<file path="src/rtl/pixel_stencil_pkg.sv">
`default_nettype none
// ============================================================================
//  Module      : pixel_stencil_pkg
//  Description : Shared types for the 3x3 pixel stencil engine: kernel
//                select, row state machine encoding and guard-bit count.
//  Revision    : 1.0 - initial release
// ============================================================================
package pixel_stencil_pkg;

    // Kernel applied to every pixel of a row.
    typedef enum logic [1:0] {
        PASS  = 2'd0,
        GAUSS = 2'd1,
        SOBEL = 2'd2,
        SHARP = 2'd3
    } stencil_mode_t;

    // Row sequencer states; HOLD and DRAIN both own one pending word.
    typedef enum logic [1:0] {
        EMPTY = 2'd0,
        HOLD  = 2'd1,
        DRAIN = 2'd2
    } stencil_state_t;

    // Extra bits above PIX_W carried by every intermediate kernel sum.
    localparam int c_GUARD_BITS = 4;

endpackage : pixel_stencil_pkg
`default_nettype wire

</file>
<file path="src/rtl/pixel_stencil_lane.sv">
`default_nettype none
// ============================================================================
//  Module      : stencil_lane
//  Description : Purely combinational per-pixel kernel. Takes a 3x3
//                neighbourhood (top/mid/bot rows, left/centre/right columns)
//                and produces one unsigned result pixel for the chosen mode.
//  Revision    : 1.0 - initial release
// ============================================================================
module stencil_lane
    import pixel_stencil_pkg::*;
#(
    parameter int PIX_W = 8
) (
    input  logic [PIX_W-1:0] top_l,
    input  logic [PIX_W-1:0] top_c,
    input  logic [PIX_W-1:0] top_r,
    input  logic [PIX_W-1:0] mid_l,
    input  logic [PIX_W-1:0] mid_c,
    input  logic [PIX_W-1:0] mid_r,
    input  logic [PIX_W-1:0] bot_l,
    input  logic [PIX_W-1:0] bot_c,
    input  logic [PIX_W-1:0] bot_r,
    input  logic [1:0]       mode,
    output logic [PIX_W-1:0] pix
);

    localparam int SW = PIX_W + c_GUARD_BITS;

    localparam logic [SW-1:0]        c_ROUND   = SW'(8);
    localparam logic signed [SW-1:0] c_PIX_MAX = {{c_GUARD_BITS{1'b0}}, {PIX_W{1'b1}}};

    // Zero-extended copies of the neighbourhood at intermediate width.
    logic [SW-1:0] w_tl, w_tc, w_tr;
    logic [SW-1:0] w_ml, w_mc, w_mr;
    logic [SW-1:0] w_bl, w_bc, w_br;

    assign w_tl = {{c_GUARD_BITS{1'b0}}, top_l};
    assign w_tc = {{c_GUARD_BITS{1'b0}}, top_c};
    assign w_tr = {{c_GUARD_BITS{1'b0}}, top_r};
    assign w_ml = {{c_GUARD_BITS{1'b0}}, mid_l};
    assign w_mc = {{c_GUARD_BITS{1'b0}}, mid_c};
    assign w_mr = {{c_GUARD_BITS{1'b0}}, mid_r};
    assign w_bl = {{c_GUARD_BITS{1'b0}}, bot_l};
    assign w_bc = {{c_GUARD_BITS{1'b0}}, bot_c};
    assign w_br = {{c_GUARD_BITS{1'b0}}, bot_r};

    // Gaussian sum is never negative; its maximum (16*max + 8) still fits
    // the guard width when read as unsigned.
    logic [SW-1:0] w_gauss_sum;
    assign w_gauss_sum = w_tl + (w_tc << 1) + w_tr
                       + (w_ml << 1) + (w_mc << 2) + (w_mr << 1)
                       + w_bl + (w_bc << 1) + w_br + c_ROUND;

    // Sobel gradients: gx = right column minus left, gy = bottom minus top.
    logic signed [SW-1:0] w_gx, w_gy, w_abs_gx, w_abs_gy, w_sobel;
    assign w_gx     = $signed(w_tr + (w_mr << 1) + w_br) - $signed(w_tl + (w_ml << 1) + w_bl);
    assign w_gy     = $signed(w_bl + (w_bc << 1) + w_br) - $signed(w_tl + (w_tc << 1) + w_tr);
    assign w_abs_gx = w_gx[SW-1] ? -w_gx : w_gx;
    assign w_abs_gy = w_gy[SW-1] ? -w_gy : w_gy;
    assign w_sobel  = w_abs_gx + w_abs_gy;

    // Sharpen: 5c minus the four direct neighbours, may go negative.
    logic signed [SW-1:0] w_sharp;
    assign w_sharp = $signed((w_mc << 2) + w_mc) - $signed(w_tc) - $signed(w_bc)
                   - $signed(w_ml) - $signed(w_mr);

    // Select the kernel result and saturate into the pixel range.
    always_comb begin
        pix = mid_c;
        case (stencil_mode_t'(mode))
            PASS:  pix = mid_c;
            GAUSS: pix = PIX_W'(w_gauss_sum >> 4);
            SOBEL: begin
                if (w_sobel > c_PIX_MAX) begin
                    pix = {PIX_W{1'b1}};
                end else begin
                    pix = w_sobel[PIX_W-1:0];
                end
            end
            SHARP: begin
                if (w_sharp[SW-1]) begin
                    pix = '0;
                end else if (w_sharp > c_PIX_MAX) begin
                    pix = {PIX_W{1'b1}};
                end else begin
                    pix = w_sharp[PIX_W-1:0];
                end
            end
            default: pix = mid_c;
        endcase
    end

endmodule : stencil_lane
`default_nettype wire

</file>
<file path="src/rtl/pixel_stencil.sv">
`default_nettype none
// ============================================================================
//  Module      : pixel_stencil
//  Description : Streaming 3x3 stencil over rows of LANES-pixel words.
//                One word is held back until its right neighbour (lane 0 of
//                the next word) arrives or the row ends, at which point the
//                right edge is replicated. Left edge uses the previous
//                word's last lane, or lane 0 replicated at a row start.
//  Revision    : 1.0 - initial release
// ============================================================================
module pixel_stencil
    import pixel_stencil_pkg::*;
#(
    parameter int LANES = 4,
    parameter int PIX_W = 8
) (
    input  logic                   clk,
    input  logic                   rst,
    input  logic [1:0]             cfg_mode,
    input  logic [LANES*PIX_W-1:0] in_top,
    input  logic [LANES*PIX_W-1:0] in_mid,
    input  logic [LANES*PIX_W-1:0] in_bot,
    input  logic                   in_valid,
    output logic                   in_ready,
    input  logic                   in_first,
    input  logic                   in_last,
    output logic [LANES*PIX_W-1:0] out_pix,
    output logic                   out_valid,
    input  logic                   out_ready,
    output logic                   out_last,
    output logic                   busy
);

    localparam int DW = LANES * PIX_W;

    stencil_state_t r_state, w_state_nxt;

    logic [DW-1:0]    r_pend_top, r_pend_mid, r_pend_bot;
    logic [PIX_W-1:0] r_left_top, r_left_mid, r_left_bot;
    logic [1:0]       r_row_mode;
    logic [DW-1:0]    r_out_pix;
    logic             r_out_valid;
    logic             r_out_last;

    logic             w_out_free;
    logic             w_in_ready;
    logic             w_accept;
    logic             w_take;
    logic             w_new_row;
    logic             w_load;
    logic             w_load_last;
    logic             w_right_repl;
    logic [PIX_W-1:0] w_right_top, w_right_mid, w_right_bot;
    logic [DW-1:0]    w_calc;

    // The output register may be refilled when empty or being consumed now.
    assign w_out_free = !r_out_valid || out_ready;
    assign w_in_ready = !rst && (r_state != DRAIN) && w_out_free;
    assign w_accept   = in_valid && w_in_ready;

    assign in_ready  = w_in_ready;
    assign out_pix   = r_out_pix;
    assign out_valid = r_out_valid;
    assign out_last  = r_out_last;
    assign busy      = (r_state != EMPTY) || r_out_valid;

    // State register.
    always_ff @(posedge clk) begin
        if (rst) begin
            r_state <= EMPTY;
        end else begin
            r_state <= w_state_nxt;
        end
    end

    // Next state and datapath control for the row sequencer.
    always_comb begin
        w_state_nxt  = r_state;
        w_take       = 1'b0;
        w_new_row    = 1'b0;
        w_load       = 1'b0;
        w_load_last  = 1'b0;
        w_right_repl = 1'b0;
        case (r_state)
            EMPTY: begin
                if (w_accept) begin
                    w_take      = 1'b1;
                    w_new_row   = 1'b1;
                    w_state_nxt = in_last ? DRAIN : HOLD;
                end
            end
            HOLD: begin
                // A new row start closes the current one at its right edge.
                w_right_repl = in_first;
                if (w_accept) begin
                    w_take      = 1'b1;
                    w_new_row   = in_first;
                    w_load      = 1'b1;
                    w_load_last = in_first;
                    w_state_nxt = in_last ? DRAIN : HOLD;
                end
            end
            DRAIN: begin
                w_right_repl = 1'b1;
                if (w_out_free) begin
                    w_load      = 1'b1;
                    w_load_last = 1'b1;
                    w_state_nxt = EMPTY;
                end
            end
            default: w_state_nxt = EMPTY;
        endcase
    end

    // Right neighbour of the pending word's last lane.
    assign w_right_top = w_right_repl ? r_pend_top[DW-1 -: PIX_W] : in_top[PIX_W-1:0];
    assign w_right_mid = w_right_repl ? r_pend_mid[DW-1 -: PIX_W] : in_mid[PIX_W-1:0];
    assign w_right_bot = w_right_repl ? r_pend_bot[DW-1 -: PIX_W] : in_bot[PIX_W-1:0];

    // One kernel per lane; edge lanes borrow from the neighbour sources.
    for (genvar i = 0; i < LANES; i++) begin : g_lane
        logic [PIX_W-1:0] w_tl, w_ml, w_bl;
        logic [PIX_W-1:0] w_tr, w_mr, w_br;

        if (i == 0) begin : g_left_edge
            assign w_tl = r_left_top;
            assign w_ml = r_left_mid;
            assign w_bl = r_left_bot;
        end else begin : g_left_inner
            assign w_tl = r_pend_top[(i-1)*PIX_W +: PIX_W];
            assign w_ml = r_pend_mid[(i-1)*PIX_W +: PIX_W];
            assign w_bl = r_pend_bot[(i-1)*PIX_W +: PIX_W];
        end

        if (i == LANES-1) begin : g_right_edge
            assign w_tr = w_right_top;
            assign w_mr = w_right_mid;
            assign w_br = w_right_bot;
        end else begin : g_right_inner
            assign w_tr = r_pend_top[(i+1)*PIX_W +: PIX_W];
            assign w_mr = r_pend_mid[(i+1)*PIX_W +: PIX_W];
            assign w_br = r_pend_bot[(i+1)*PIX_W +: PIX_W];
        end

        stencil_lane #(
            .PIX_W (PIX_W)
        ) u_lane (
            .top_l (w_tl),
            .top_c (r_pend_top[i*PIX_W +: PIX_W]),
            .top_r (w_tr),
            .mid_l (w_ml),
            .mid_c (r_pend_mid[i*PIX_W +: PIX_W]),
            .mid_r (w_mr),
            .bot_l (w_bl),
            .bot_c (r_pend_bot[i*PIX_W +: PIX_W]),
            .bot_r (w_br),
            .mode  (r_row_mode),
            .pix   (w_calc[i*PIX_W +: PIX_W])
        );
    end

    // Pending word, left-neighbour history, row mode and output register.
    always_ff @(posedge clk) begin
        if (rst) begin
            r_pend_top  <= '0;
            r_pend_mid  <= '0;
            r_pend_bot  <= '0;
            r_left_top  <= '0;
            r_left_mid  <= '0;
            r_left_bot  <= '0;
            r_row_mode  <= '0;
            r_out_pix   <= '0;
            r_out_valid <= 1'b0;
            r_out_last  <= 1'b0;
        end else begin
            if (w_take) begin
                r_pend_top <= in_top;
                r_pend_mid <= in_mid;
                r_pend_bot <= in_bot;
                if (w_new_row) begin
                    // Row start: left neighbour is lane 0 replicated, and
                    // the kernel is frozen for the whole row.
                    r_left_top <= in_top[PIX_W-1:0];
                    r_left_mid <= in_mid[PIX_W-1:0];
                    r_left_bot <= in_bot[PIX_W-1:0];
                    r_row_mode <= cfg_mode;
                end else begin
                    r_left_top <= r_pend_top[DW-1 -: PIX_W];
                    r_left_mid <= r_pend_mid[DW-1 -: PIX_W];
                    r_left_bot <= r_pend_bot[DW-1 -: PIX_W];
                end
            end
            if (w_load) begin
                r_out_pix   <= w_calc;
                r_out_last  <= w_load_last;
                r_out_valid <= 1'b1;
            end else if (out_ready) begin
                r_out_valid <= 1'b0;
            end
        end
    end

endmodule : pixel_stencil
`default_nettype wire

</file>
<file path="config.mk">
export PLATFORM = sky130hd
export DESIGN_NAME = pixel_stencil
export DESIGN_NICKNAME = d
export VERILOG_FILES = /design/src/rtl/pixel_stencil_pkg.sv /design/src/rtl/pixel_stencil_lane.sv /design/src/rtl/pixel_stencil.sv
export SDC_FILE = /design/constraint.sdc
export NUM_CORES = 2
export LEC_CHECK = 0
export ABC_AREA = 1
export CAP_MARGIN = 20
export CORE_MARGIN = 2
export CORE_UTILIZATION = 41
export DETAILED_ROUTE_END_ITERATION = 12
export PLACE_DENSITY = 0.69
export SYNTH_ARGS = -nofsm -noshare
export SYNTH_HDL_FRONTEND = slang
export SYNTH_SLANG_ARGS = --single-unit
</file>
<file path="constraint.sdc">
create_clock -name clk -period 10 [get_ports clk]
set_clock_uncertainty 0.05 [all_clocks]
set_input_delay 3 -clock clk [delete_from_list [all_inputs] [get_ports clk]]
set_output_delay 3 -clock clk [all_outputs]
set_load 0.01 [all_outputs]
</file>
**Yosys cells after proc, flatten, opt, wreduce, memory -nomap -nowiden**

Index checks and enable logic that the tools add are counted.

- $lt $le $gt $ge: 8
- Multiplexer cells: 44
- $add $sub $neg: 96
- Eq/ne operators: 8
- Reduce and logical (&&, ||, !) cells: 14

Operator list:

| kind | count |
|---|---|
| adder 12 x 8 -> 12 bit | 22 |
| subtractor 12 x 9 -> 12 bit | 16 |
| adder 12 x 9 -> 12 bit | 12 |
| 2-to-1 mux 8 bit | 18 |
| adder 8 x 9 -> 10 bit | 14 |
| one-hot mux 8 bit (4 select lines) | 4 |
| greater-than comparator 12 x 9 -> 1 bit, second input constant | 8 |
| 2-to-1 mux 12 bit | 8 |
| negation 12 bit | 8 |
| subtractor 12 bit | 8 |
| adder 12 x 10 -> 12 bit | 4 |
| adder 12 bit | 4 |
| adder 12 x 4 -> 12 bit, second input constant | 4 |
| adder 10 x 8 -> 11 bit | 4 |
| one-hot mux 1 bit (2 select lines) | 4 |
| == test 2 bit, second input constant | 3 |
| 2-to-1 mux 1 bit | 6 |
| 2-to-1 mux 2 bit | 3 |
| == test 2 x 1 -> 1 bit, second input constant | 2 |
| logical NOT 2 bit | 2 |
| != test 2 bit, second input constant | 2 |
| one-hot mux 2 bit (2 select lines) | 1 |
| AND reduction 2 bit | 2 |
| nonzero test 2 bit | 2 |
| 5 further kinds | 9 |

- Input port bits: 104
- Output and inout port bits: 36
- Bits in registers: 158
- Word-level logic and storage cells: 181

**Longest topological paths before layout**

- Depth after elaboration: 12
- Mapped depth: 47

**Cells and area by module**

A second synthesis with hierarchy kept.

- Cells, all modules: 4,853
- Area total of the unflattened synthesis: 35,031.1 µm²

Modules (own cells, without submodules):

| module | cells an instance | area each (µm²) | times used |
|---|---|---|---|
| stencil_lane (g_lane[1].u_lane) | 1,014 | 7,269.5 | 1 |
| stencil_lane (g_lane[2].u_lane) | 1,014 | 7,205.7 | 1 |
| stencil_lane (g_lane[3].u_lane) | 998 | 7,085.5 | 1 |
| stencil_lane (g_lane[0].u_lane) | 959 | 7,045.5 | 1 |
| pixel_stencil | 868 | 6,424.9 | 1 |

**Least setup slack after synthesis**

Ideal clock, no wire load.

- Path kind: input to register
- Start point: in in_first
- End point: reg r_out_pix[29], in the netlist out_pix[29]
- Path buffers: 2
- Stages: 40
- Setup time: 132 ps
- Slack: 1,217 ps
- Arrival: 8,601 ps
- Data required time: 9,818 ps
- Cell sequence: nand2_1 > nand2_1 > nand2_2 > buf_1 > clkbuf_1 > o21ai_0 > ha_1 > ha_1 > or2_1 > a21oi_1 > o21bai_1 > a21oi_1 > o21bai_1 > xor2_1 > inv_1 > fa_1 > ha_1 > nand2_1 > [... 4 more ...] > inv_1 > nor2_1 > xor2_1 > inv_1 > ha_1 > a21oi_1 > nand2_1 > a21oi_1 > nor2_1 > nor2_1 > xor2_1 > nand3b_1 > nand3_4 > nand2_1 > nand2_1 > nand3_1 > nand2_1 > a21oi_2

- Longest elaborated chain between the ends: 11
- Elaborated cells between the ends (all ways): 29

Ends and longest elaborated chain:

| item | line | text |
|---|---|---|
| from (decl) | pixel_stencil.sv:25 | `input logic in_first,` |
| one-hot mux 1 bit (2 select lines) * | pixel_stencil.sv:84 | `case (r_state)` |
| 2-to-1 mux 8 bit, on equally long branches | pixel_stencil.sv:116, pixel_stencil.sv:117 |  |
| adder 12 x 8 -> 12 bit or adder 8 x 9 -> 10 bit (tied branches) | pixel_stencil_lane.sv:50, pixel_stencil_lane.sv:57, pixel_stencil_lane.sv:56 |  |
| adder 12 x 9 -> 12 bit or adder 12 x 8 -> 12 bit (tied branches) | pixel_stencil_lane.sv:51, pixel_stencil_lane.sv:56 |  |
| adder 12 x 10 -> 12 bit or subtractor 12 bit (tied branches) | pixel_stencil_lane.sv:51, pixel_stencil_lane.sv:56 |  |
| adder 12 x 9 -> 12 bit or negation 12 bit (tied branches) | pixel_stencil_lane.sv:51, pixel_stencil_lane.sv:58 |  |
| adder 12 x 8 -> 12 bit or 2-to-1 mux 12 bit (tied branches) | pixel_stencil_lane.sv:52, pixel_stencil_lane.sv:58 |  |
| adder 12 x 9 -> 12 bit or adder 12 bit (tied branches) | pixel_stencil_lane.sv:52, pixel_stencil_lane.sv:60 |  |
| adder 12 x 8 -> 12 bit or greater-than comparator 12 x 9 -> 1 bit (tied branches) | pixel_stencil_lane.sv:52, pixel_stencil_lane.sv:74 |  |
| adder 12 x 4 -> 12 bit or 2-to-1 mux 8 bit (tied branches) | pixel_stencil_lane.sv:52, pixel_stencil_lane.sv:74 |  |
| one-hot mux 8 bit (4 select lines) * | pixel_stencil_lane.sv:70 | `case (stencil_mode_t'(mode))` |
| to (signal assigned) | pixel_stencil.sv:194 | `r_out_pix <= w_calc;` |
| to (decl) | pixel_stencil.sv:41 | `logic [DW-1:0] r_out_pix;` |

Every way passes the cells marked *; elsewhere a longest branch is shown, timed or not.
A chain may end at the register's enable or synchronous reset.

**Worst setup path after layout**

- Start point: in in_first
- End point: reg r_out_pix[28], in the netlist out_pix[28]

The elaborated chain is that of the path after synthesis.

==> load_flow_metrics.sql <==
INSERT INTO impl_metrics (metric_group, metric, value, unit) VALUES
('routing', 'drtIter0Drc', '2746', ''),
('layout', 'areaGrowthSynthToFinish', '10.4', '%'),
('synth', 'yosys.area.top_type_share', '19.6', '%'),
('timing', 'timing.final.crit_period', '9.23', 'ns'),
('timing', 'rsz0062_at_grt', 'no', ''),
('floorplan', 'initial_utilization', '41.5', '%'),
('timing', 'totalNegativeSetupSlack', '0', 'ns'),
('routing', 'routedWlPerCell', '19.8', 'microns'),
('global_routing', 'antenna_found_initial', '1', ''),
('place', 'place.detailed.instances', '6108', ''),
('setup_path', 'critPathTopFamily', 'simple AND/OR/NAND/NOR gates', ''),
('synth', 'synthesis.instances', '4910', ''),
('floorplan', 'die_x', '293', 'microns'),
('synth', 'synthesis.area', '34200', 'sq um'),
('place', 'hpwl', '102', 'mm'),
('outcome', 'run_status', 'finished, final reports clean', ''),
('setup_path', 'worst-endpoint-arrival', '9.57', 'ns'),
('setup_path', 'setup.worst_path.end_class', 'flop', ''),
('synth', 'yosys-top-cells-area', 'sky130_fd_sc_hd__fa_1 (20%), sky130_fd_sc_hd__ha_1 (17%), sky130_fd_sc_hd__nand2_1 (11%)', ''),
('global_routing', 'maximum_number_of_pins_on_one_net_before_global_route_repair', '108', ''),
('global_routing', 'grt-ovfl-total', '0', ''),
('setup_path', 'path_common_cell', 'sky130_fd_sc_hd__nor2_1', ''),
('place', 'port-buffer-count', '139', ''),
('timing', 'maxSlewViolCount', '0', ''),
('clock_network', 'clkLatencyLatePin', '0.51', 'ns'),
('setup_path', 'crit_path_max_incr_delay', '0.46', 'ns'),
('layout', 'instances_no_fill', '6141', ''),
('clock_network', 'tritoncts', 'yes', ''),
('routing', 'post-route-drc-count', '0', ''),
('synth', 'synth_enable_flop_cells', '0', ''),
('setup_path', 'crit_buf_inv', '5', ''),
('synth', 'post_synth_num_cell_types', '47', ''),
('layout', 'final_core_util', '45.8', '%'),
('routing', 'vias_per_cell', '5.30', ''),
('timing', 'hold_viol_final', '0', ''),
('clock_network', 'tritoncts_buffer_count', '17', ''),
('setup_path', 'timing.critical_path.slowest_stage_cell', 'sky130_fd_sc_hd__clkdlybuf4s50_1', ''),
('synth', 'post-synth-top-area-cell', 'sky130_fd_sc_hd__fa_1', ''),
('min_path', 'min_path_type', 'flop to flop', ''),
('routing', 'routed_wirelength', '122', 'mm'),
('routing', 'route.vias.total', '32500', ''),
('synth', 'synth_sequential_area_ratio', '9.25', '%'),
('clock_network', 'path_clk_slew', '0.08', 'ns'),
('layout', 'drive_gt1_share', '3.39', '%'),
('synth', 'number_of_synthesis_warnings', '0', ''),
('floorplan', 'rows', '105', ''),
('timing', 'setup_viol', '0', ''),
('synth', 'synthesis.nets', '5809', ''),
('timing', 'max_clock_freq', '0.108', 'GHz'),
('clock_network', 'cts.path.max_buffers', '2', ''),
('clock_network', 'postCtsResizedCells', '0', ''),
('global_routing', 'vias_in_the_first_global_route', '31200', ''),
('place', 'gp_congestion', '1.03', ''),
('routing', 'final_antenna_net_count', '0', ''),
('global_routing', 'grt_first_pass_wirelength', '183', 'mm'),
('clock_network', 'setup_repair_bufs_after_cts', '0', ''),
('setup_path', 'setup.worst_path.start_class', 'input port', ''),
('global_routing', 'grt_util_all_layers', '28.4', '%'),
('setup_path', 'critical_path_required', '10.33', 'ns'),
('routing', 'detail_route.first_pass.iterations', '6', ''),
('layout', 'nets_final', '5956', ''),
('timing', 'worst_slew_margin_rel', '27.9', '%'),
('synth', 'synth_area_per_cell', '6.96', 'sq um'),
('run', 'cap_viol_max_count', '0', ''),
('clock_network', 'cts_sinks', '158', ''),
('clock_network', 'clock_root_buffer_master', 'sky130_fd_sc_hd__clkbuf_16', ''),
('floorplan', 'die_h', '293', 'microns'),
('clock_network', 'cts_hold_buffers', '0', ''),
('floorplan', 'core-area', '82400', 'sq um'),
('timing', 'final.period_utilization', '92.3', '%'),
('synth', 'ys.flop_type', 'sky130_fd_sc_hd__dfxtp_1', ''),
('synth', 'yosys_register_bits', '158', ''),
('setup_path', 'worstSetupPathType', 'input port to flop', ''),
('clock_network', 'htree_num_levels', '4', ''),
('timing', 'timing_worst_slew_pin_value', '1.08', 'ns'),
('floorplan', 'fp.dieArea', '85700', 'sq um'),
('floorplan', 'boundaryPins', '140', ''),
('synth', 'asyncSetResetFlopFracSynth', '0', '%'),
('setup_path', 'path_max_fanout', '8', '');
==> cell type report <==
type	instances	area, sq um
Antenna cell	1	2.50
Clock buffer	18	439
Clock inverter	14	173
Fill cell	8309	44600
Inverter	1027	3860
Multi-Input combinational cell	3652	26900
Sequential cell	158	3160
Tap cell	1070	1340
Timing Repair Buffer	201	1850
==> cell families (layout without fill, tap and decap cells) <==
group	after synthesis	after routing	share of synthesized area, %
other	0	1	0
adders and majority gates	795	795	36.4
muxes	4	4	0.132
xor gates and xnor gates	315	315	8.13
DFF	158	158	9.25
buffers and inverters	1100	1260	12.1
AOI/OAI and AO/OA	799	799	12.7
and+or+nand+nor	1739	1739	21.2
==> cells in the mapped netlist, types with 9 or more instances <==
cell type and instances:
sky130_fd_sc_hd__a21o_1 27, sky130_fd_sc_hd__a21oi_1 402, sky130_fd_sc_hd__a21oi_2 15, sky130_fd_sc_hd__a31oi_1 38, sky130_fd_sc_hd__clkbuf_1 61, sky130_fd_sc_hd__dfxtp_1 158
sky130_fd_sc_hd__fa_1 335, sky130_fd_sc_hd__ha_1 460, sky130_fd_sc_hd__inv_1 1023, sky130_fd_sc_hd__nand2_1 1027, sky130_fd_sc_hd__nand2_2 16, sky130_fd_sc_hd__nand3_1 259
sky130_fd_sc_hd__nand3b_1 18, sky130_fd_sc_hd__nand4_1 39, sky130_fd_sc_hd__nor2_1 313, sky130_fd_sc_hd__nor2_2 9, sky130_fd_sc_hd__nor3_1 33, sky130_fd_sc_hd__o21ai_0 249
sky130_fd_sc_hd__o21bai_1 44, sky130_fd_sc_hd__xnor2_1 90, sky130_fd_sc_hd__xor2_1 222
==> placed cells by master (no fill, tap or decap), types with 138 or more instances in the layout <==
| master | instances |
|---|---|
| sky130_fd_sc_hd__inv_1 | 1021 |
| sky130_fd_sc_hd__xor2_1 | 222 |
| sky130_fd_sc_hd__nand3_1 | 259 |
| sky130_fd_sc_hd__o21ai_0 | 248 |
| sky130_fd_sc_hd__clkdlybuf4s50_1 | 138 |
| sky130_fd_sc_hd__a21oi_1 | 401 |
| sky130_fd_sc_hd__dfxtp_1 | 158 |
| sky130_fd_sc_hd__nand2_1 | 1027 |
| sky130_fd_sc_hd__ha_1 | 460 |
| sky130_fd_sc_hd__nor2_1 | 310 |
| sky130_fd_sc_hd__fa_1 | 335 |
==> worst register-to-register path: cells and delay by family, from the launching register on <==
| kind | cells | cell delay [ns] |
|---|---|---|
| fa+ha+maj | 6 | 2.27 |
| compound gates | 5 | 0.83 |
| xor+xnor | 3 | 1.03 |
| buf+inv | 5 | 0.42 |
| simple gates | 22 | 2.80 |
| flops | 1 | 0.73 |
==> metal layers <==
| metal | vias to the layer above | global-route usage (%) | part of all wire, % |
|---|---|---|---|
| met2 | 1208 | 45.4 | 44 |
| met3 | 261 | 4.94 | 8.3 |
| met1 | 15300 | 37.2 | 42 |
| li1 | 15700 | - | - |
| met4 | 2 | 14.0 | 5.6 |
| met5 | - | 0 | 0.011 |
==> registers in the layout, summed over array words and instances, names as in the netlist, 2 cells and up <==
name and count:
g_lane.w_bl 8, g_lane.w_ml 8, g_lane.w_tl 8, out_pix 32, r_pend_bot 32, r_pend_mid 32, r_pend_top 32, r_row_mode 2
r_state 2
==> metrics by stage <==
stage | setup WS [ns] | hold WS, ns | cell area, sq um
after floorplan | 1.22 | 0.406 | 34200
after global placement | 0.388 | 0.403 | 37100
after detailed placement | 0.295 | 0.408 | 37100
after CTS | 0.835 | 0.420 | 37700
after global routing | 0.123 | 0.439 | 37700
final | 0.765 | 0.417 | 37700
==> final timing paths <==
check	from	slack (ns)	cells past startpoint	endpoint
worst min-delay path	out_pix[20]	0.42	2	out_pix[20]
worst max register to register	r_pend_top[17]	1.73	41	out_pix[15]
worst min register to register	out_pix[20]	0.42	2	out_pix[20]
worst max-delay path	in_first	0.77	42	out_pix[28]
Power is left out: the tool's default activity adds up to more than one toggle a clock period on the data nets, which glitch-free logic cannot reach.
